==> config.mk <==
export PLATFORM = sky130hd
export DESIGN_NAME = rst_seq_gen
export DESIGN_NICKNAME = d
export VERILOG_FILES = /design/src/rtl/rst_seq_gen.sv
export SDC_FILE = /design/constraint.sdc
export NUM_CORES = 1
export LEC_CHECK = 0
export CORE_MARGIN = 5
export CORE_UTILIZATION = 47
export DETAILED_ROUTE_END_ITERATION = 8
export PLACE_DENSITY = 0.77
export SYNTH_ARGS = -nofsm -noshare
export SYNTH_HDL_FRONTEND = slang
export SYNTH_SLANG_ARGS = --single-unit
==> constraint.sdc <==
create_clock -name clk -period 1.65 [get_ports clk]
set_input_delay 0.33 -clock clk [delete_from_list [all_inputs] [get_ports clk]]
set_output_delay 0.33 -clock clk [all_outputs]
set_load 0.02 [all_outputs]
==> src/rtl/rst_seq_gen.sv <==
// rst_seq_gen: reset generator and sequencer for the design's reset domains.
// Assertion is asynchronous on rst (active-low). Release is synchronized to clk,
// stretched, and then handed out one domain at a time in index order.
// Optional feature macro: RST_SEQ_SW_EN enables the software reset request/ack
// path and the software reset cause (2'b10). Without it, sw_req is ignored,
// sw_ack is 0 and rst_cause is always 2'b01.
module rst_seq_gen #(
    parameter int SYNC_STAGES = 2,
    parameter int STRETCH     = 16,
    parameter int STEP        = 8,
    parameter int N_OUT       = 4
) (
    input  logic             clk,
    input  logic             rst,
    input  logic             sw_req,
    output logic             sw_ack,
    output logic [N_OUT-1:0] rst_n_out,
    output logic             ready,
    output logic [1:0]       rst_cause
);

    localparam int MAXC = (STRETCH > STEP) ? STRETCH : STEP;
    localparam int CW   = $clog2(MAXC + 1);
    localparam int IW   = (N_OUT > 1) ? $clog2(N_OUT) : 1;

    localparam logic [CW-1:0] CNT_MAX      = CW'(MAXC);
    localparam logic [CW-1:0] STRETCH_LAST = CW'(STRETCH - 1);
    localparam logic [CW-1:0] STEP_LAST    = CW'(STEP - 1);
    localparam logic [IW-1:0] IDX_LAST     = IW'(N_OUT - 1);

    typedef enum logic [2:0] {
        S_ASSERT,
        S_SYNC,
        S_STRETCH,
        S_RELEASE,
`ifdef RST_SEQ_SW_EN
        S_RUN,
        S_SW_HOLD
`else
        S_RUN
`endif
    } state_e;

    state_e                 state_q, state_d;
    logic [SYNC_STAGES-1:0] syncChain_q, syncChain_d;
    logic [CW-1:0]          cnt_q, cnt_d;
    logic [IW-1:0]          relIdx_q, relIdx_d;
    logic [N_OUT-1:0]       rstNOut_q, rstNOut_d;
    logic                   ready_q, ready_d;

`ifdef RST_SEQ_SW_EN
    logic                   swAck_q, swAck_d;
    logic [1:0]             cause_q, cause_d;
    logic                   armed_q, armed_d;

    assign sw_ack    = swAck_q;
    assign rst_cause = cause_q;
`else
    logic unused_swReq;

    assign unused_swReq = sw_req;
    assign sw_ack       = 1'b0;
    assign rst_cause    = 2'b01;
`endif

    assign rst_n_out = rstNOut_q;
    assign ready     = ready_q;

    // Next-state logic: the sync chain always shifts in a 1, the counter
    // saturates and is reloaded to 0 whenever the sequence moves on, and the
    // release bits accumulate so that a released domain stays released.
    always_comb begin
        state_d     = state_q;
        syncChain_d = {syncChain_q[SYNC_STAGES-2:0], 1'b1};
        cnt_d       = (cnt_q == CNT_MAX) ? cnt_q : cnt_q + CW'(1);
        relIdx_d    = relIdx_q;
        rstNOut_d   = rstNOut_q;
        ready_d     = ready_q;
`ifdef RST_SEQ_SW_EN
        swAck_d     = 1'b0;
        cause_d     = cause_q;
        armed_d     = armed_q;
`endif

        case (state_q)
            S_ASSERT: begin
                state_d = S_SYNC;
                cnt_d   = '0;
            end
            S_SYNC: begin
                if (syncChain_d[SYNC_STAGES-1]) begin
                    state_d = S_STRETCH;
                    cnt_d   = '0;
                end
            end
            S_STRETCH: begin
                if (cnt_q == STRETCH_LAST && syncChain_q[SYNC_STAGES-1]) begin
                    state_d      = S_RELEASE;
                    cnt_d        = '0;
                    relIdx_d     = '0;
                    rstNOut_d[0] = 1'b1;
                end
            end
            S_RELEASE: begin
                if (relIdx_q == IDX_LAST) begin
                    state_d = S_RUN;
                    ready_d = 1'b1;
`ifdef RST_SEQ_SW_EN
                    swAck_d = (cause_q == 2'b10);
`endif
                end else if (cnt_q == STEP_LAST) begin
                    cnt_d               = '0;
                    relIdx_d            = relIdx_q + IW'(1);
                    rstNOut_d[relIdx_d] = 1'b1;
                end
            end
            S_RUN: begin
`ifdef RST_SEQ_SW_EN
                if (sw_req && armed_q) begin
                    state_d   = S_SW_HOLD;
                    cnt_d     = '0;
                    rstNOut_d = '0;
                    ready_d   = 1'b0;
                    cause_d   = 2'b10;
                    armed_d   = 1'b0;
                end else if (!sw_req) begin
                    armed_d = 1'b1;
                end
`endif
            end
`ifdef RST_SEQ_SW_EN
            S_SW_HOLD: begin
                if (cnt_q == STRETCH_LAST) begin
                    state_d      = S_RELEASE;
                    cnt_d        = '0;
                    relIdx_d     = '0;
                    rstNOut_d[0] = 1'b1;
                end
            end
`endif
            default: begin
                state_d = S_ASSERT;
            end
        endcase
    end

    // State register: rst low forces every output into reset immediately and
    // independently of the clock; only releases go through the clocked path.
    always_ff @(posedge clk or negedge rst) begin
        if (!rst) begin
            state_q     <= S_ASSERT;
            syncChain_q <= '0;
            cnt_q       <= '0;
            relIdx_q    <= '0;
            rstNOut_q   <= '0;
            ready_q     <= 1'b0;
`ifdef RST_SEQ_SW_EN
            swAck_q     <= 1'b0;
            cause_q     <= 2'b01;
            armed_q     <= 1'b1;
`endif
        end else begin
            state_q     <= state_d;
            syncChain_q <= syncChain_d;
            cnt_q       <= cnt_d;
            relIdx_q    <= relIdx_d;
            rstNOut_q   <= rstNOut_d;
            ready_q     <= ready_d;
`ifdef RST_SEQ_SW_EN
            swAck_q     <= swAck_d;
            cause_q     <= cause_d;
            armed_q     <= armed_d;
`endif
        end
    end

endmodule
### Word level (Yosys, flattened, before mapping)

Cells that the tools add are included.

| cells by class | value |
|---|---|
| add/sub/neg operators | 2 |
| multipliers | 0 |
| div/mod/pow operators | 0 |
| order comparisons | 2 |
| equality and inequality tests | 13 |
| shifts and indexed selects | 0 |
| mux-type cells | 20 |
| bitwise logic cells | 3 |
| reduce and logical (&&, ||, !) cells | 8 |

Operators by type and width:

| cell | count |
|---|---|
| two-way mux 5 bit | 5 |
| case mux 5 bit (4 select lines) | 1 |
| case mux 3 bit (5 select lines) | 1 |
| != test 2 bit (second input constant) | 5 |
| two-way mux 3 bit | 3 |
| AND reduction 4 bit | 2 |
| equality test 3 x 2 -> 1 bit (second input constant) | 2 |
| two-way mux 2 bit | 3 |
| adder 5 x 1 -> 5 bit (second input constant) | 1 |
| equality test 5 x 3 -> 1 bit (second input constant) | 1 |
| equality test 5 x 4 -> 1 bit (second input constant) | 1 |
| equality test 5 bit (second input constant) | 1 |
| two-way mux 1 bit | 4 |
| OR 4 bit | 1 |
| case mux 2 bit (2 select lines) | 1 |
| equality test 3 x 1 -> 1 bit (second input constant) | 1 |
| equality test 3 bit (second input constant) | 1 |
| logical NOT 3 bit | 1 |
| less-than comparator 2 x 3 -> 1 bit (second input constant) | 1 |
| AND reduction 3 bit | 1 |
| adder 2 x 1 -> 2 bit (second input constant) | 1 |
| demux 1 bit (select 2 bit) | 1 |
| equality test 2 bit (second input constant) | 1 |
| greater-or-equal comparator 2 x 1 -> 1 bit (second input constant) | 1 |
| 5 further kinds | 7 |

| word-level totals | value |
|---|---|
| register bits | 17 |
| latch bits | 0 |
| memory bits (writable) | 0 |
| bits in read-only memories | 0 |
| output and inout port bits | 8 |
| word-level logic and storage cells | 55 |
| memories kept | 0 |

### Logic depth before layout (Yosys ltp)

Gate-level depths: netlist (run 1).

| logic depth | value |
|---|---|
| depth after elaboration | 9 |
| depth in mapped cells | 7 |

### Worst setup path before layout (run 1)

No wires, ideal clock.

| timing | value |
|---|---|
| path kind | register to register |
| start | reg relIdx_q[0] |
| end | reg relIdx_q[0] |
| data arrival time | 1.551 ns |
| setup slack | -0.026 ns |
| stages on the path, launching flop included | 6 |
| clock period less this slack | 1.676 ns |
| cells stage by stage | dfrtp_1 ha_1 or3_4 nor4_4 nor2_1 mux2_4 |

| between the ends | value |
|---|---|
| longest elaborated chain between the ends | 4 |
| elaborated cells between the ends (all ways) | 7 |

Ends and longest elaborated chain:

| what | line | text |
|---|---|---|
| start: declaration | 47 | `logic [IW-1:0] relIdx_q, relIdx_d;` |
| start signal: assignment | 166 | `relIdx_q <= relIdx_d;` |
| adder 2 x 1 -> 2 bit | 113 | `relIdx_d = relIdx_q + IW'(1);` |
| two-way mux 2 bit | 111 | `end else if (cnt_q == STEP_LAST) begin` |
| two-way mux 2 bit | 105 | `if (relIdx_q == IDX_LAST) begin` |
| case mux 2 bit (2 select lines) | 85 | `case (state_q)` |

Parallel ways exist; a longest one is shown, timed or not. The select of a mux whose other input is x is not followed.
A chain may end at the register's enable or synchronous reset.

### Final worst setup path (run 1)

| timing | value |
|---|---|
| start | reg cnt_q[0] |
| end | reg relIdx_q[0] |

| between the ends | value |
|---|---|
| longest elaborated chain between the ends | 4 |
| elaborated cells between the ends (all ways) | 6 |

Ends and longest elaborated chain:

| what | line | text |
|---|---|---|
| start: declaration | 46 | `logic [CW-1:0] cnt_q, cnt_d;` |
| start signal: assignment | 165 | `cnt_q <= cnt_d;` |
| equality test 5 x 4 -> 1 bit | 97 | `if (cnt_q == STRETCH_LAST && syncChain_q[SYNC_STAGES-1]) begin` |
| logical AND 1 bit | 97 |  |
| != test 2 bit (no line) | -- |  |
| AND reduction 4 bit (no line) (*) | -- |  |

Mark *: on every way between the ends. The rest lies on a longest branch, timed or not.

==> impl_summary.log, run 1 <==
INFO  metric status = complete, no violations
INFO  metric setup_viol_count_final = 0
INFO  metric initial_utilization = 49.3%
INFO  metric fmaxAchievable = 608 MHz
INFO  metric grt_pass1_wl = 2680 um
INFO  metric pwr_density_cell = 1570 nW/um^2
INFO  metric max_cap_viol = 0
INFO  metric numCtsBuffers = 3
INFO  metric ctsLongestPathBuffers = 2
INFO  metric first_global_vias = 599
INFO  metric placed_cells_incl_taps = 116
INFO  metric antenna_violating_nets_post_route = 0
INFO  metric yosys_warn_count = 0
INFO  metric ys_ff_latch = 17
INFO  metric clock_skew = 6.02 ps
INFO  metric part_of_the_cycle_the_worst_path_needs = 99.6%
INFO  metric total_power = 1.70 mW
INFO  metric finalWorstPathRequiredPeriod = 1640 ps
INFO  metric floorplan.core_area = 1730 sq um
INFO  metric area_growth_syn_to_layout = 27.3%
INFO  metric synthesized_netlist_cell_count = 77
INFO  metric worstReg2RegEnd = relIdx_q[0]
INFO  metric dr_total_vias = 569
INFO  metric globalRouteOverflowTotal = 0
INFO  metric data_arrival_time_at_the_worst_slack_endpoint = 1820 ps
INFO  metric end_kind = flop
INFO  metric total_of_buffers_placed_on_input_and_output_ports = 6
INFO  metric dieHeight = 52.6 um
INFO  metric hold_buffers = 0
INFO  metric drt_first_pass_iters = 1
INFO  metric place_worst_setup_slack = -135 ps
INFO  metric reg2reg_depth = 7
INFO  metric drt_first_iter_violations = 0
INFO  metric wl_per_cell = 12.5 um
INFO  metric setup.worst_path.class = reg -> reg
INFO  metric synth-main-ff-cell = dfrtp_1
INFO  metric timing.final.hold_violations = 0
INFO  metric synthesis.area_per_instance = 11.1 sq um
INFO  metric design.die.area = 2760 sq um
INFO  metric place.detailed.hpwl = 1070 um
INFO  metric worstPathRequired = 1830 ps
INFO  metric fp-row-count = 15
INFO  metric sinks_on_the_clock_net = 17
INFO  metric synth_sequential_area_ratio = 49.9%
INFO  metric rsz0062_at_grt = yes
INFO  metric filler_cells_inserted = 148
INFO  metric post_route_cells_drive_above_1_share = 29.5%
INFO  metric insertion_delay = 290 ps
INFO  metric fin_worst_hold_slack = 345 ps
INFO  metric crit_fanout = 2
INFO  metric clock_tree_from_tritoncts = built
INFO  metric holdCritPathClass = in -> async
INFO  metric layoutNonFillerInstCount = 120
INFO  metric post-route-worst-setup-slack = 6.54 ps
INFO  metric postPlaceCellArea = 996 sq um
INFO  metric vdd.ir_drop.worst = 0.000884 V
INFO  metric cts_root_buf = clkbuf_4
INFO  metric post_synth_num_cell_types = 28
INFO  metric num-nets-final = 106
INFO  metric drc_errors = 0
INFO  metric initial_antenna_violation_count = 0
INFO  metric leakage_power = 0.548 nW
INFO  metric grt_max_degree = 18
INFO  metric syn-cell-area = 852 sq um
INFO  metric detailed_route_wl = 1510 um
INFO  metric diodes = 0
INFO  metric synth_edf_count = 0
INFO  metric report.final.slew_viol_count = 0
INFO  metric clkTransAtPathRegs = 100 ps
INFO  metric io_pins = 11
INFO  metric stdcell_area = 1080 sq um
INFO  metric async_reset_ff_share = 100%
INFO  metric finalCoreUtilization = 62.8%
INFO  metric gpl_wtd_cong = 0.803
INFO  metric via_per_inst = 4.74
INFO  metric regToRegStartpoint = cnt_q[0]
INFO  metric groute.usage.overall = 13.5%
INFO  metric setup_total_negative_slack = 0 ps
INFO  metric cts_max_level = 1
INFO  metric critical_path.startpoint_type = flop
INFO  metric die_x = 52.6 um
INFO  metric reg2reg_slack = 7 ps
layer usage:
| metal | GRT usage [%] | wire [um] | vias up |
|---|---|---|---|
| li1 | - | - | 285 |
| met4 | 5.11 | 10 | 0 |
| met1 | 17.2 | 688 | 274 |
| met3 | 3.42 | 44 | 2 |
| met5 | 0 | 0 | - |
| met2 | 21.7 | 761 | 8 |
synthesized netlist by cell type (2+ instances only):
| master | instances | area, sq um |
|---|---|---|
| a21o_2 | 2 | 17.5 |
| a21oi_1 | 2 | 10.0 |
| buf_4 | 4 | 30.0 |
| conb_1 | 2 | 7.51 |
| dfrtp_1 | 17 | 425 |
| ha_1 | 7 | 87.6 |
| inv_1 | 6 | 22.5 |
| mux2i_1 | 2 | 20.0 |
| nand2_1 | 7 | 26.3 |
| nand2b_1 | 2 | 12.5 |
| nand3_1 | 2 | 10.0 |
| nor2_1 | 7 | 26.3 |
| xor2_1 | 2 | 17.5 |
cell families after synthesis:
family	after synthesis	synth area share, %
simple gates	24	16.2
fa+ha+maj	7	10.3
other cells	2	0.881
mux	3	4.11
compound gates	11	9.40
flops	17	49.9
buf+inv	10	6.17
xor+xnor	3	3.08
power by group:
group / switching (mW) / leakage (nW) / internal [mW] / total, mW
Combinational: 0.392 / 0.314 / 0.429 / 0.821
Clock: 0.129 / 0.0177 / 0.0901 / 0.219
Sequential: 0.114 / 0.217 / 0.551 / 0.665
critical path, stage by stage (launching register included):
cell	delay [ps]
dfrtp_1	370
ha_2	190
and3_4	190
ha_4	130
nand2_4	60
nor4b_4	270
nor2_2	80
mux2_4	260
layout make-up:
type | instances | area [sq um] | area share (%)
multi-input combinational | 52 | 443 | 40.8
inverter | 6 | 22.5 | 2.08
tap | 25 | 31.3 | 2.88
timing repair buffer | 16 | 135 | 12.5
sequential | 17 | 425 | 39.2
clock inverter | 1 | 5.00 | 0.461
clock buffer | 3 | 22.5 | 2.08
how the worst max path moves through the flow:
stage,startpoint,to,slack [ps],cells after the start
6_report,cnt_q[0],relIdx_q[0],7,7
5_1_grt,cnt_q[1],relIdx_q[0],-50,7
4_1_cts,cnt_q[1],relIdx_q[0],-20,7
3_5_place_dp,cnt_q[1],relIdx_q[0],-130,7
3_3_place_gp,cnt_q[0],relIdx_q[0],-70,7
2_1_floorplan,relIdx_q[0],relIdx_q[0],-30,5
layout by cell type (no fill, tap or decap), types with 2 or more instances in the layout:
master / instances
nor2_1: 6
inv_1: 6
a21oi_1: 2
conb_1: 4
ha_1: 5
buf_4: 10
nand2_1: 6
mux2i_1: 2
dfrtp_1: 17
nand2b_1: 2
clkdlybuf4s50_1: 6
xor2_1: 2
nand3_1: 2
a21o_2: 2
clkbuf_4: 3
repair_timing:
item | in CTS | in global routing
endpoints found under the setup margin | 2 | 7
resized for setup | 9 | 2
pin swaps | 4 | 3
buffers inserted | 0 | 0
sequential cells by signal, indices dropped and copies added (netlist names):
signal,count
state_q,3
syncChain_q,2
cnt_q,5
ready,1
relIdx_q,2
rst_n_out,4
(Power assumes the default switching activity.)
==> inputs of run 2 (changes only) <==
--- a/constraint.sdc
+++ b/constraint.sdc
@@ -3,2 +3,2 @@
 set_output_delay 0.33 -clock clk [all_outputs]
-set_load 0.02 [all_outputs]
+set_load 0.005 [all_outputs]
==> results of run 2 <==
Same layout as run 1 (identical final DEF). Status: complete, no violations.
Among the figures that moved: total power 1.70 mW -> 1.65 mW; worst IR drop on VDD 0.000884 V -> 0.000883 V
